`src/rtl/fsm_calculadora_param.sv`:
```
// fsm_calculadora_param: keypad calculator control FSM.
//   Accumulates multi-digit decimal operands into binary registers, latches
//   an add/subtract operator, computes the signed result on "equal" and emits
//   one-cycle strobes to the datapath and display.
// Ports:
//   clk, rst        clock and synchronous active-high reset
//   tecla_valida    key-present level from the scanner (edge detected here)
//   tecla_pre       key code: 0-9 digit, A add, B equal, C clear, D subtract
//   numero1/2       operands, unsigned binary
//   operacion       latched operator (0 add, 1 subtract)
//   resultado       signed W+1-bit result
//   cargar_numero1/2, igual, rst_datos   one-cycle strobes
//   desborde        sticky: a digit was rejected because the operand was full
//   estado          00 NUM1, 01 NUM2, 10 RESULT
//   conteo          digits entered in the current operand
module fsm_calculadora_param #(
    parameter int unsigned DIGITS = 4,
    parameter int unsigned W      = 14,
    localparam int unsigned CW    = $clog2(DIGITS + 1)
) (
    input  logic          clk,
    input  logic          rst,
    input  logic          tecla_valida,
    input  logic [3:0]    tecla_pre,
    output logic [W-1:0]  numero1,
    output logic [W-1:0]  numero2,
    output logic          operacion,
    output logic [W:0]    resultado,
    output logic          cargar_numero1,
    output logic          cargar_numero2,
    output logic          igual,
    output logic          rst_datos,
    output logic          desborde,
    output logic [1:0]    estado,
    output logic [CW-1:0] conteo
);

    typedef enum logic [1:0] {
        StNum1   = 2'b00,
        StNum2   = 2'b01,
        StResult = 2'b10
    } estado_e;

    localparam logic [3:0] KeyAdd = 4'hA;
    localparam logic [3:0] KeyEq  = 4'hB;
    localparam logic [3:0] KeyClr = 4'hC;
    localparam logic [3:0] KeySub = 4'hD;

    estado_e       estado_q, estado_d;
    logic          tecla_q, tecla_d;
    logic [W-1:0]  numero1_q, numero1_d;
    logic [W-1:0]  numero2_q, numero2_d;
    logic          operacion_q, operacion_d;
    logic [W:0]    resultado_q, resultado_d;
    logic          cargar1_q, cargar1_d;
    logic          cargar2_q, cargar2_d;
    logic          igual_q, igual_d;
    logic          rst_datos_q, rst_datos_d;
    logic          desborde_q, desborde_d;
    logic [CW-1:0] conteo_q, conteo_d;

    logic          evento;
    logic          es_digito;
    logic          es_oper;
    logic          lleno;
    logic [W-1:0]  acum1, acum2;
    logic [W:0]    suma, resta;

    assign evento    = tecla_valida && !tecla_q;
    assign es_digito = (tecla_pre <= 4'd9);
    assign es_oper   = (tecla_pre == KeyAdd) || (tecla_pre == KeySub);
    assign lleno     = (conteo_q >= CW'(DIGITS));

    // Accumulate in W+4 bits; the W/DIGITS constraint makes the truncation lossless.
    assign acum1 = W'((W+4)'(numero1_q) * (W+4)'(10) + (W+4)'(tecla_pre));
    assign acum2 = W'((W+4)'(numero2_q) * (W+4)'(10) + (W+4)'(tecla_pre));

    assign suma  = {1'b0, numero1_q} + {1'b0, numero2_q};
    assign resta = {1'b0, numero1_q} - {1'b0, numero2_q};

    always_comb begin
        estado_d    = estado_q;
        tecla_d     = tecla_valida;
        numero1_d   = numero1_q;
        numero2_d   = numero2_q;
        operacion_d = operacion_q;
        resultado_d = resultado_q;
        desborde_d  = desborde_q;
        conteo_d    = conteo_q;
        cargar1_d   = 1'b0;
        cargar2_d   = 1'b0;
        igual_d     = 1'b0;
        rst_datos_d = 1'b0;

        if (evento) begin
            if (tecla_pre == KeyClr) begin
                numero1_d   = '0;
                numero2_d   = '0;
                resultado_d = '0;
                operacion_d = 1'b0;
                conteo_d    = '0;
                desborde_d  = 1'b0;
                rst_datos_d = 1'b1;
                estado_d    = StNum1;
            end else begin
                unique case (estado_q)
                    StNum1: begin
                        if (es_digito) begin
                            if (lleno) begin
                                desborde_d = 1'b1;
                            end else begin
                                numero1_d = acum1;
                                conteo_d  = conteo_q + 1'b1;
                                cargar1_d = 1'b1;
                            end
                        end else if (es_oper) begin
                            operacion_d = (tecla_pre == KeySub);
                            numero2_d   = '0;
                            conteo_d    = '0;
                            estado_d    = StNum2;
                        end
                    end
                    StNum2: begin
                        if (es_digito) begin
                            if (lleno) begin
                                desborde_d = 1'b1;
                            end else begin
                                numero2_d = acum2;
                                conteo_d  = conteo_q + 1'b1;
                                cargar2_d = 1'b1;
                            end
                        end else if (es_oper) begin
                            // Operator may be changed only before any operand-2 digit.
                            if (conteo_q == '0) begin
                                operacion_d = (tecla_pre == KeySub);
                            end
                        end else if (tecla_pre == KeyEq) begin
                            resultado_d = operacion_q ? resta : suma;
                            igual_d     = 1'b1;
                            estado_d    = StResult;
                        end
                    end
                    StResult: begin
                        // A digit starts a fresh calculation; resultado stays on display.
                        if (es_digito) begin
                            numero1_d = W'(tecla_pre);
                            numero2_d = '0;
                            conteo_d  = CW'(1);
                            cargar1_d = 1'b1;
                            estado_d  = StNum1;
                        end
                    end
                    default: estado_d = StNum1;
                endcase
            end
        end
    end

    always_ff @(posedge clk) begin
        if (rst) begin
            estado_q    <= StNum1;
            tecla_q     <= 1'b0;
            numero1_q   <= '0;
            numero2_q   <= '0;
            operacion_q <= 1'b0;
            resultado_q <= '0;
            cargar1_q   <= 1'b0;
            cargar2_q   <= 1'b0;
            igual_q     <= 1'b0;
            rst_datos_q <= 1'b0;
            desborde_q  <= 1'b0;
            conteo_q    <= '0;
        end else begin
            estado_q    <= estado_d;
            tecla_q     <= tecla_d;
            numero1_q   <= numero1_d;
            numero2_q   <= numero2_d;
            operacion_q <= operacion_d;
            resultado_q <= resultado_d;
            cargar1_q   <= cargar1_d;
            cargar2_q   <= cargar2_d;
            igual_q     <= igual_d;
            rst_datos_q <= rst_datos_d;
            desborde_q  <= desborde_d;
            conteo_q    <= conteo_d;
        end
    end

    assign numero1        = numero1_q;
    assign numero2        = numero2_q;
    assign operacion      = operacion_q;
    assign resultado      = resultado_q;
    assign cargar_numero1 = cargar1_q;
    assign cargar_numero2 = cargar2_q;
    assign igual          = igual_q;
    assign rst_datos      = rst_datos_q;
    assign desborde       = desborde_q;
    assign estado         = estado_q;
    assign conteo         = conteo_q;

endmodule
```
`config.mk`:
```
export PLATFORM = sky130hd
export DESIGN_NAME = fsm_calculadora_param
export DESIGN_NICKNAME = d
export VERILOG_FILES = /design/src/rtl/fsm_calculadora_param.sv
export SDC_FILE = /design/constraint.sdc
export NUM_CORES = 1
export LEC_CHECK = 0
export CAP_MARGIN = 20
export CORE_ASPECT_RATIO = 0.8
export CORE_MARGIN = 3
export CORE_UTILIZATION = 63
export CTS_BUF_LIST = sky130_fd_sc_hd__clkbuf_8
export DETAILED_ROUTE_END_ITERATION = 8
export PLACE_DENSITY = 0.89
export SLEW_MARGIN = 30
export SYNTH_ARGS = -nofsm -noshare
export SYNTH_HDL_FRONTEND = slang
export SYNTH_SLANG_ARGS = --single-unit
export TNS_END_PERCENT = 20
```
`constraint.sdc`:
```
create_clock -name clk -period 4.5 [get_ports clk]
set_input_delay 1.125 -clock clk [delete_from_list [all_inputs] [get_ports clk]]
set_output_delay 1.125 -clock clk [all_outputs]
set_load 0.02 [all_outputs]
```
==> results of run 1 <==
==> worst register-to-register path, stage by stage (launching register included) <==
cell                       delay, ps
sky130_fd_sc_hd__dfxtp_1         440
sky130_fd_sc_hd__nor3_1          410
sky130_fd_sc_hd__and3b_1         260
sky130_fd_sc_hd__nor2_1           60
sky130_fd_sc_hd__xnor2_1         220
sky130_fd_sc_hd__ha_1            320
sky130_fd_sc_hd__a211o_1         340
sky130_fd_sc_hd__o311ai_1        390
sky130_fd_sc_hd__nand2_1         190
sky130_fd_sc_hd__or4_1           500
sky130_fd_sc_hd__nand3_1         100
==> per-stage QoR <==
| step | worst slack (ps) | hold slack [ps] | instances |
|---|---|---|---|
| after floorplan | 1333 | 522.6 | 615 |
| after global placement | 712.2 | 431.8 | 765 |
| after detailed placement | 614.8 | 436.1 | 765 |
| after CTS | 922.1 | 449.9 | 773 |
| after global routing | 714.5 | 475.5 | 773 |
| final | 906.3 | 446.4 | 773 |
==> registers in the layout (all words and copies together) (netlist names) <==
register / flops
resultado: 15
numero1: 14
numero2: 14
conteo: 3
estado: 2
cargar_numero1: 1
cargar_numero2: 1
desborde: 1
igual: 1
operacion: 1
rst_datos: 1
tecla_q: 1
==> where the power goes <==
| part | leakage [µW] | internal, µW | switching [µW] |
|---|---|---|---|
| logic | 0.00185 | 130 | 182 |
| registers | 0.000444 | 495 | 13.3 |
| clock network | 0.0000612 | 180 | 168 |
==> final cells by class <==
| class | count | share of cell area |
|---|---|---|
| clock inverters | 2 | 0.006140 |
| flip-flops and latches | 55 | 0.1930 |
| clock buffers | 6 | 0.01447 |
| inverters | 23 | 0.01513 |
| repair buffers | 64 | 0.1105 |
| multi-input cells | 518 | 0.6377 |
| well taps | 105 | 0.02303 |
==> per-layer routing <==
metal | GRT usage | up-vias
met1 | 0.3806 | 2232
met2 | 0.5006 | 160
met4 | 0.08696 | 0
met3 | 0.03346 | 26
met5 | 0 | -
li1 | - | 2349
==> cell usage after synthesis, drive strengths merged (6+ instances only) <==
cell	n
xnor2	35
nand3	12
nor2	79
a21oi	57
dfxtp	55
o21a	10
nor3	22
inv	23
nand2	40
nor3b	6
nand2b	8
o21ai	38
a21o	12
nor4	6
nor2b	12
ha	64
clkbuf	14
a211oi	12
xor2	15
a22oi	10
==> worst max-delay path by stage <==
stage | slack [ps] | depth (start not counted) | from | to
after floorplan | 1330 | 10 | tecla_pre[2] | numero1[13]
after global placement | 710 | 11 | tecla_pre[1] | numero1[13]
after detailed placement | 610 | 11 | tecla_pre[1] | numero1[13]
after CTS | 920 | 11 | tecla_pre[1] | numero1[13]
after global routing | 710 | 7 | tecla_pre[0] | resultado[11]
final | 910 | 11 | tecla_pre[1] | numero1[13]
==> cell families (layout without fill, tap and decap cells) <==
logic type / Yosys count / count (layout) / synth area share
flops: 55 / 55 / 0.2249
xor+xnor: 50 / 50 / 0.09098
compound gates: 179 / 179 / 0.2400
mux: 4 / 4 / 0.008178
fa+ha+maj: 69 / 69 / 0.1840
simple gates: 216 / 216 / 0.2185
buf+inv: 42 / 95 / 0.03348
==> impl_summary.txt, run 1 <==
----------------------------------------------------
[STA]
  Normalized max-slew margin ... 0.5698
  Setup violators final ... 0
  Clock skew ... ~9.5 ps
  Final Max Slew Viols ... 0
  Setup TNS ... 0 ps
  Actual transition at the worst max-transition pin ... 645.2 ps
  Top achievable clock speed ... 0.2783 GHz
  Unrepaired setup endpoints after global routing ... false
  Fin crit period ... between 3000 and 4000 ps
  Post-route fraction of the period consumed by the critical path ... 0.7986
  Fin. Hold Viols ... 0

[Critical path]
  Slowest cell on the critical path ... sky130_fd_sc_hd__clkdlybuf4s50_1
  Cell-by-cell trace of the critical path ... clkdlybuf4s50_1, ha_1, inv_1, fa_1, nor2b_1, o2111ai_1, nor3_1, nand4_2, a2111oi_4, xnor2_1, o21ai_1
  Type of the worst setup path ... input pin to flop
  Req. time, crit path ... 4710 ps
  FF-to-FF End ... resultado[11]
  Kind of start point of the critical path ... input pin
  Worst-case reg-to-reg path depth ... 10
  Largest stage delay on the critical path ... ~520 ps
  Top delay family on crit path ... simple AND/OR/NAND/NOR gates
  Flop2flop setup slack ... 1220 ps
  Arrival time reported for the critical path endpoint ... 3800 ps
  Kind of end point of the critical path ... flop
  Start of the worst register-to-register path ... numero2[2]
  Worst path bufs/invs ... 2
  Maximum fanout along the worst path ... 3

[Yosys]
  Leading post-synthesis cells by cell area ... sky130_fd_sc_hd__dfxtp_1, sky130_fd_sc_hd__ha_1, sky130_fd_sc_hd__xnor2_1, sky130_fd_sc_hd__nor2_1, sky130_fd_sc_hd__a21oi_1
  Number of flip-flops and latches in the synthesized netlist ... 55
  Syn nets ... 691
  Sequential area share after synthesis ... 0.2249
  Distinct cells, synth ... 65
  Synthesized instance count ... 615
  Count of warnings emitted by yosys ... 0
  Share of async-settable or async-resettable flops after synthesis ... 0
  Proportion of netlist area held by the largest area contributor ... 0.2249
  Mean instance size in the synthesized netlist ... 7.961 µm²
  Number of enable-type register cells in the synthesized netlist ... 0
  Flip-flop cell with the highest count after synthesis ... sky130_fd_sc_hd__dfxtp_1
  Synthesized cell area ... 0.004896 mm²
  Cell type with the largest total area after synthesis ... sky130_fd_sc_hd__dfxtp_1

[Min path]
  Class of the worst hold path ... flop to flop
  Capture endpoint of the worst hold path ... resultado[9]
  Worst Hold Path Cells ... 2
  Startpoint of the lowest-slack hold path ... resultado[9]

[GRT]
  Via count of the first global-routing pass ... 4,502
  Grt ovf ... 0
  Pin count of the biggest net entering global routing ... between 40 and 50
  Global-route total usage across every layer ... 0.2887
  Wire length of the first global-routing pass ... 21,400 µm
  Number of antenna violations at the first check in global routing ... 0

[Route]
  Via density per instance ... 6.167
  Total met2 wirelength after detailed routing ... 6061 µm
  Uppermost signal routing layer after detailed routing ... met4
  DRC violations left ... 0
  Met1 Wirelength ... between 5000 and 6000 µm
  DRC violation total after the first TritonRoute iteration ... about 320
  Final routed wire length divided by cell count ... 16.42 µm
  DRT Pass-1 Iters ... 5
  Count of vias placed by the detailed router ... 4,767
  Antenna-violating nets left ... 0
  Routed wire length on met3 ... 624 µm
  Post-detailed-routing wire length ... 12,700 µm

[Cells and area]
  Most frequent standard cell in the layout excluding fill and tap cells ... sky130_fd_sc_hd__nor2_1
  Area overhead of the layout relative to synthesis ... 16.53%
  Final standard cell area without fillers ... 0.005705 mm²
  Count of inserted antenna diode cells ... 0
  Final core utilization ... 0.7646
  Area occupied by multi-input gates ... 0.003638 mm²
  Flip-flop and latch area ... 0.001101 mm²
  # fillers ... 578
  Post-layout nets ... 743
  Commonest non-fill, non-tap cells in the layout ... sky130_fd_sc_hd__nor2_1, sky130_fd_sc_hd__ha_1, sky130_fd_sc_hd__clkdlybuf4s50_1
  Ratio of cells with drive above 1 in the final layout ... 0.03743

[CTS]
  Post-CTS setup repair buffer count ... 0
  Number of hold buffers added after cts ... 0
  TritonCTS buffer count ... 5
  Deepest clock path buffer count ... 2
  Post-cts sizing count ... 0
  Maximum level of the CTS H-tree ... 2
  Clock tree from TritonCTS ... built
  Clock sinks ... between 50 and 60
  Clk_lat worst skew ... 320 ps
  CTS Root Buffer Type ... sky130_fd_sc_hd__clkbuf_8
  Clock transition at the register clock pins on the worst setup and hold paths after CTS ... 100 ps

[Die]
  DIE WIDTH ... 104.6 µm
  Floorplan Core Area ... 0.007462 mm²
  # IOs ... 61
  Initial Util ... 0.6561
  Vertical die dimension ... between 80 and 90 µm
  Total die area ... 0.008872 mm²
  Row count ... 28

[Job]
  Max-cap violations ... 0

[Run status]
  Result of the run ... completed

[Power]
  Highest ir drop seen on vdd ... 0.1384 mV
  Total power divided by cell area ... 205.1 mW/mm²
  Power after layout ... between 1000 and 1500 µW
  Static Leakage ... 0.002355 µW

[Place]
  DP Wirelength ... approximately 9800 µm
  Placed instance area ... 0.005580 mm²
  Quantity of I/O buffers inserted on ports ... 60
  Final GP Congestion ... 0.8727

----------------------------------------------------
Power figures use the tool's default switching activity.
==> run 2, diff against run 1 <==
--- a/config.mk
+++ b/config.mk
@@ -8,10 +8,10 @@
 export CAP_MARGIN = 20
 export CORE_ASPECT_RATIO = 0.8
 export CORE_MARGIN = 3
-export CORE_UTILIZATION = 63
+export CORE_UTILIZATION = 53
 export CTS_BUF_LIST = sky130_fd_sc_hd__clkbuf_8
 export DETAILED_ROUTE_END_ITERATION = 8
-export PLACE_DENSITY = 0.89
+export PLACE_DENSITY = 0.8
 export SLEW_MARGIN = 30
 export SYNTH_ARGS = -nofsm -noshare
 export SYNTH_HDL_FRONTEND = slang
==> constraint.sdc (replaced) <==
create_clock -name clk -period 3 [get_ports clk]
set_input_delay 0.75 -clock clk [delete_from_list [all_inputs] [get_ports clk]]
set_output_delay 0.75 -clock clk [all_outputs]
set_load 0.02 [all_outputs]
==> run 2 against run 1 <==
First-iteration DRC count grew 1.3%. Global-route usage shrank 3.4 points. Critical path depth grew 1. Worst setup slack lost 820 ps. Non-clock buffer count grew 51. Worst hold slack gained 5.2 ps. Via count grew 4.4%. Register-to-register slack lost 1100 ps. Die area grew 18%. Critical endpoint is now resultado[14]. Largest power group unchanged.
==> impl_summary.txt, run 2 (synthesis results as in run 1) <==
----------------------------------------------------
[STA]
  Top achievable clock speed ... 0.3436 GHz
  Unrepaired setup endpoints after global routing ... true (was false)
  Minimum setup slack in the final design ... 89.26 ps (was 906.3 ps)
  Normalized max-slew margin ... 0.6392 (was 0.5698)
  Fin. Hold Viols ... 0 (unchanged)
  Post-route fraction of the period consumed by the critical path ... 0.9702
  Actual transition at the worst max-transition pin ... 535.6 ps (was 645.2 ps)
  Worst hold slack ... 451.7 ps (was 446.4 ps)
  Clock skew ... 8.894 ps (was 9.520 ps)
  Setup violators final ... 0 (unchanged)
  Fin crit period ... 2911 ps
  Final Max Slew Viols ... 0 (unchanged)

[Power]
  Total power divided by cell area ... 305.7 mW/mm² (was 205.1 mW/mm²)
  Highest ir drop seen on vdd ... 0.3260 mV (was 0.1384 mV)
  Static Leakage ... 0.002639 µW (was 0.002355 µW)

[Cells and area]
  Post-layout nets ... 794 (was 743)
  Largest register FFs ... 15 (unchanged)
  Area overhead of the layout relative to synthesis ... 26.25% (was 16.53%)
  Ratio of cells with drive above 1 in the final layout ... 0.1280 (was 0.03743)
  Most frequent standard cell in the layout excluding fill and tap cells ... sky130_fd_sc_hd__nor2_1 (unchanged)
  # fillers ... 719 (was 578)
  Final standard cell area without fillers ... 0.006181 mm² (was 0.005705 mm²)
  Count of inserted antenna diode cells ... 0 (unchanged)
  Commonest non-fill, non-tap cells in the layout ... sky130_fd_sc_hd__nor2_1, sky130_fd_sc_hd__ha_1, sky130_fd_sc_hd__clkdlybuf4s50_1 (unchanged)

[Job]
  Max-cap violations ... 0 (unchanged)

[Die]
  # IOs ... 61 (unchanged)
  Total die area ... 0.01043 mm² (was 0.008872 mm²)
  DIE WIDTH ... 113.5 µm (was 104.6 µm)
  Row count ... 30 (was 28)
  Vertical die dimension ... 91.97 µm (was 84.85 µm)
  Floorplan Core Area ... 0.008746 mm² (was 0.007462 mm²)
  Initial Util ... 0.5598 (was 0.6561)

[Critical path]
  Kind of start point of the critical path ... flop (was input pin)
  Slowest cell on the critical path ... sky130_fd_sc_hd__dfxtp_1 (was sky130_fd_sc_hd__clkdlybuf4s50_1)
  Kind of end point of the critical path ... flop (unchanged)
  Type of the worst setup path ... flop to flop (was input pin to flop)
  Maximum fanout along the worst path ... 6 (was 3)
  Cell-by-cell trace of the critical path ... nor4_1, a31oi_1, buf_4, xnor2_1, ha_1, a21oi_1, o21ai_1, a21oi_1, nor2b_1, a311o_1, xnor2_1, a22o_1 (was clkdlybuf4s50_1, ha_1, inv_1, fa_1, nor2b_1, o2111ai_1, nor3_1, nand4_2, a2111oi_4, xnor2_1, o21ai_1)
  Flop2flop setup slack ... 90 ps (was 1220 ps)
  Largest stage delay on the critical path ... 390 ps (was 520 ps)
  Arrival time reported for the critical path endpoint ... 3140 ps (was 3800 ps)
  Req. time, crit path ... 3220 ps (was 4710 ps)

[CTS]
  Clock transition at the register clock pins on the worst setup and hold paths after CTS ... 100 ps (about the same)
  TritonCTS buffer count ... 5 (unchanged)
  Number of hold buffers added after cts ... 0 (unchanged)
  Clk_lat worst skew ... 320 ps (about the same)
  Deepest clock path buffer count ... 2 (unchanged)
  CTS Root Buffer Type ... sky130_fd_sc_hd__clkbuf_8 (unchanged)
  Clock tree from TritonCTS ... built (unchanged)
  Maximum level of the CTS H-tree ... 2 (unchanged)
  Clock sinks ... 55 (unchanged)

[GRT]
  Via count of the first global-routing pass ... 4,696 (was 4,502)
  Number of antenna violations at the first check in global routing ... 0 (unchanged)
  Pin count of the biggest net entering global routing ... 27 (was 48)
  Grt ovf ... 0 (unchanged)
  Wire length of the first global-routing pass ... 22,030 µm (was 21,400 µm)
  Global-route total usage across every layer ... 0.2548 (was 0.2887)

[Route]
  DRC violation total after the first TritonRoute iteration ... 323 (was 319)
  Post-detailed-routing wire length ... 13,430 µm (was 12,700 µm)
  Final routed wire length divided by cell count ... 16.16 µm (was 16.42 µm)
  DRC violations left ... 0 (unchanged)
  Count of vias placed by the detailed router ... 4,978 (was 4,767)
  DRT Pass-1 Iters ... 5 (unchanged)
  Antenna-violating nets left ... 0 (unchanged)
  Via density per instance ... 5.990 (was 6.167)

[Min path]
  Class of the worst hold path ... flop to flop (unchanged)

[Place]
  DP Wirelength ... 10,430 µm (was 9755 µm)
  Place WS ... -466.8 ps (was 614.8 ps)
  Final GP Congestion ... 0.9257 (was 0.8727)
  Quantity of I/O buffers inserted on ports ... 60 (unchanged)
  Placed instance area ... 0.005957 mm² (was 0.005580 mm²)

[Run status]
  Result of the run ... completed (unchanged)

----------------------------------------------------
==> run 2: changes by cell type in the layout (fill, tap and decap cells not counted), sizes merged <==
cell and delta:
buf +51, bufinv +1, clkbuf -1, clkdlybuf4s50 -1, clkinv -1, dlymetal6s2s +1, inv +1
==> run 2: stage by stage <==
step           setup TNS (ps)  power [µW]    util  instances
6_report                    0        1889  0.7067        831
5_1_grt                -103.2        1976  0.7067        831
4_1_cts                     0        1876  0.6999        831
3_5_place_dp            -1164        1283  0.6811        821
3_3_place_gp           -700.8        1266  0.6811        821
2_1_floorplan               0        1119       -        615
==> run 2: area by class of cell <==
class                   count  area, µm²  area share
flip-flops and latches     55       1106      0.1789
multi-input cells         518       3700      0.5986
repair buffers            115       1016      0.1644
well taps                 112      140.1     0.02267
clock buffers               5      68.82     0.01113
clock inverters             3      63.81     0.01032
inverters                  23      86.33     0.01397
==> run 2: report_power, final <==
part	switching, µW	internal, µW	total [µW]
combinational	302	237	539
clock	264	331	595
sequential	12.7	743	756
==> run 2: critical path: cells and delay by family (launching register included) <==
kind | cells | cell delay, ps
adders and majority gates | 1 | 350
DFF | 1 | 390
buffers and inverters | 1 | 170
and+or+nand+nor | 2 | 390
xor gates and xnor gates | 2 | 380
AOI/OAI and AO/OA | 6 | 1140
==> run 2: timing repair <==
item | CTS | global route
gates resized for setup | 4 | 17
pin swaps | 3 | 5
cloned | 0 | 0
setup buffers | 2 | 0
setup endpoints to repair | 1 | 6
endpoints found under the hold margin | 0 | 0
==> run 2: layer usage <==
layer	global-route usage	up-vias	share of wire	wire [µm]
met3	0.03826	30	0.059	798
met5	0	-	0	0
met1	0.3424	2323	0.45	5991
met4	0.06507	0	0.021	282
li1	-	2450	-	-
met2	0.4280	175	0.47	6354
==> run 2: path summary, 6_finish.rpt <==
path	startpoint	end	cells after the start
worst max register to register	numero2[5]	resultado[14]	12
worst max-delay path	numero2[5]	resultado[14]	12
worst min register to register	resultado[9]	resultado[9]	2
worst min-delay path	resultado[9]	resultado[9]	2
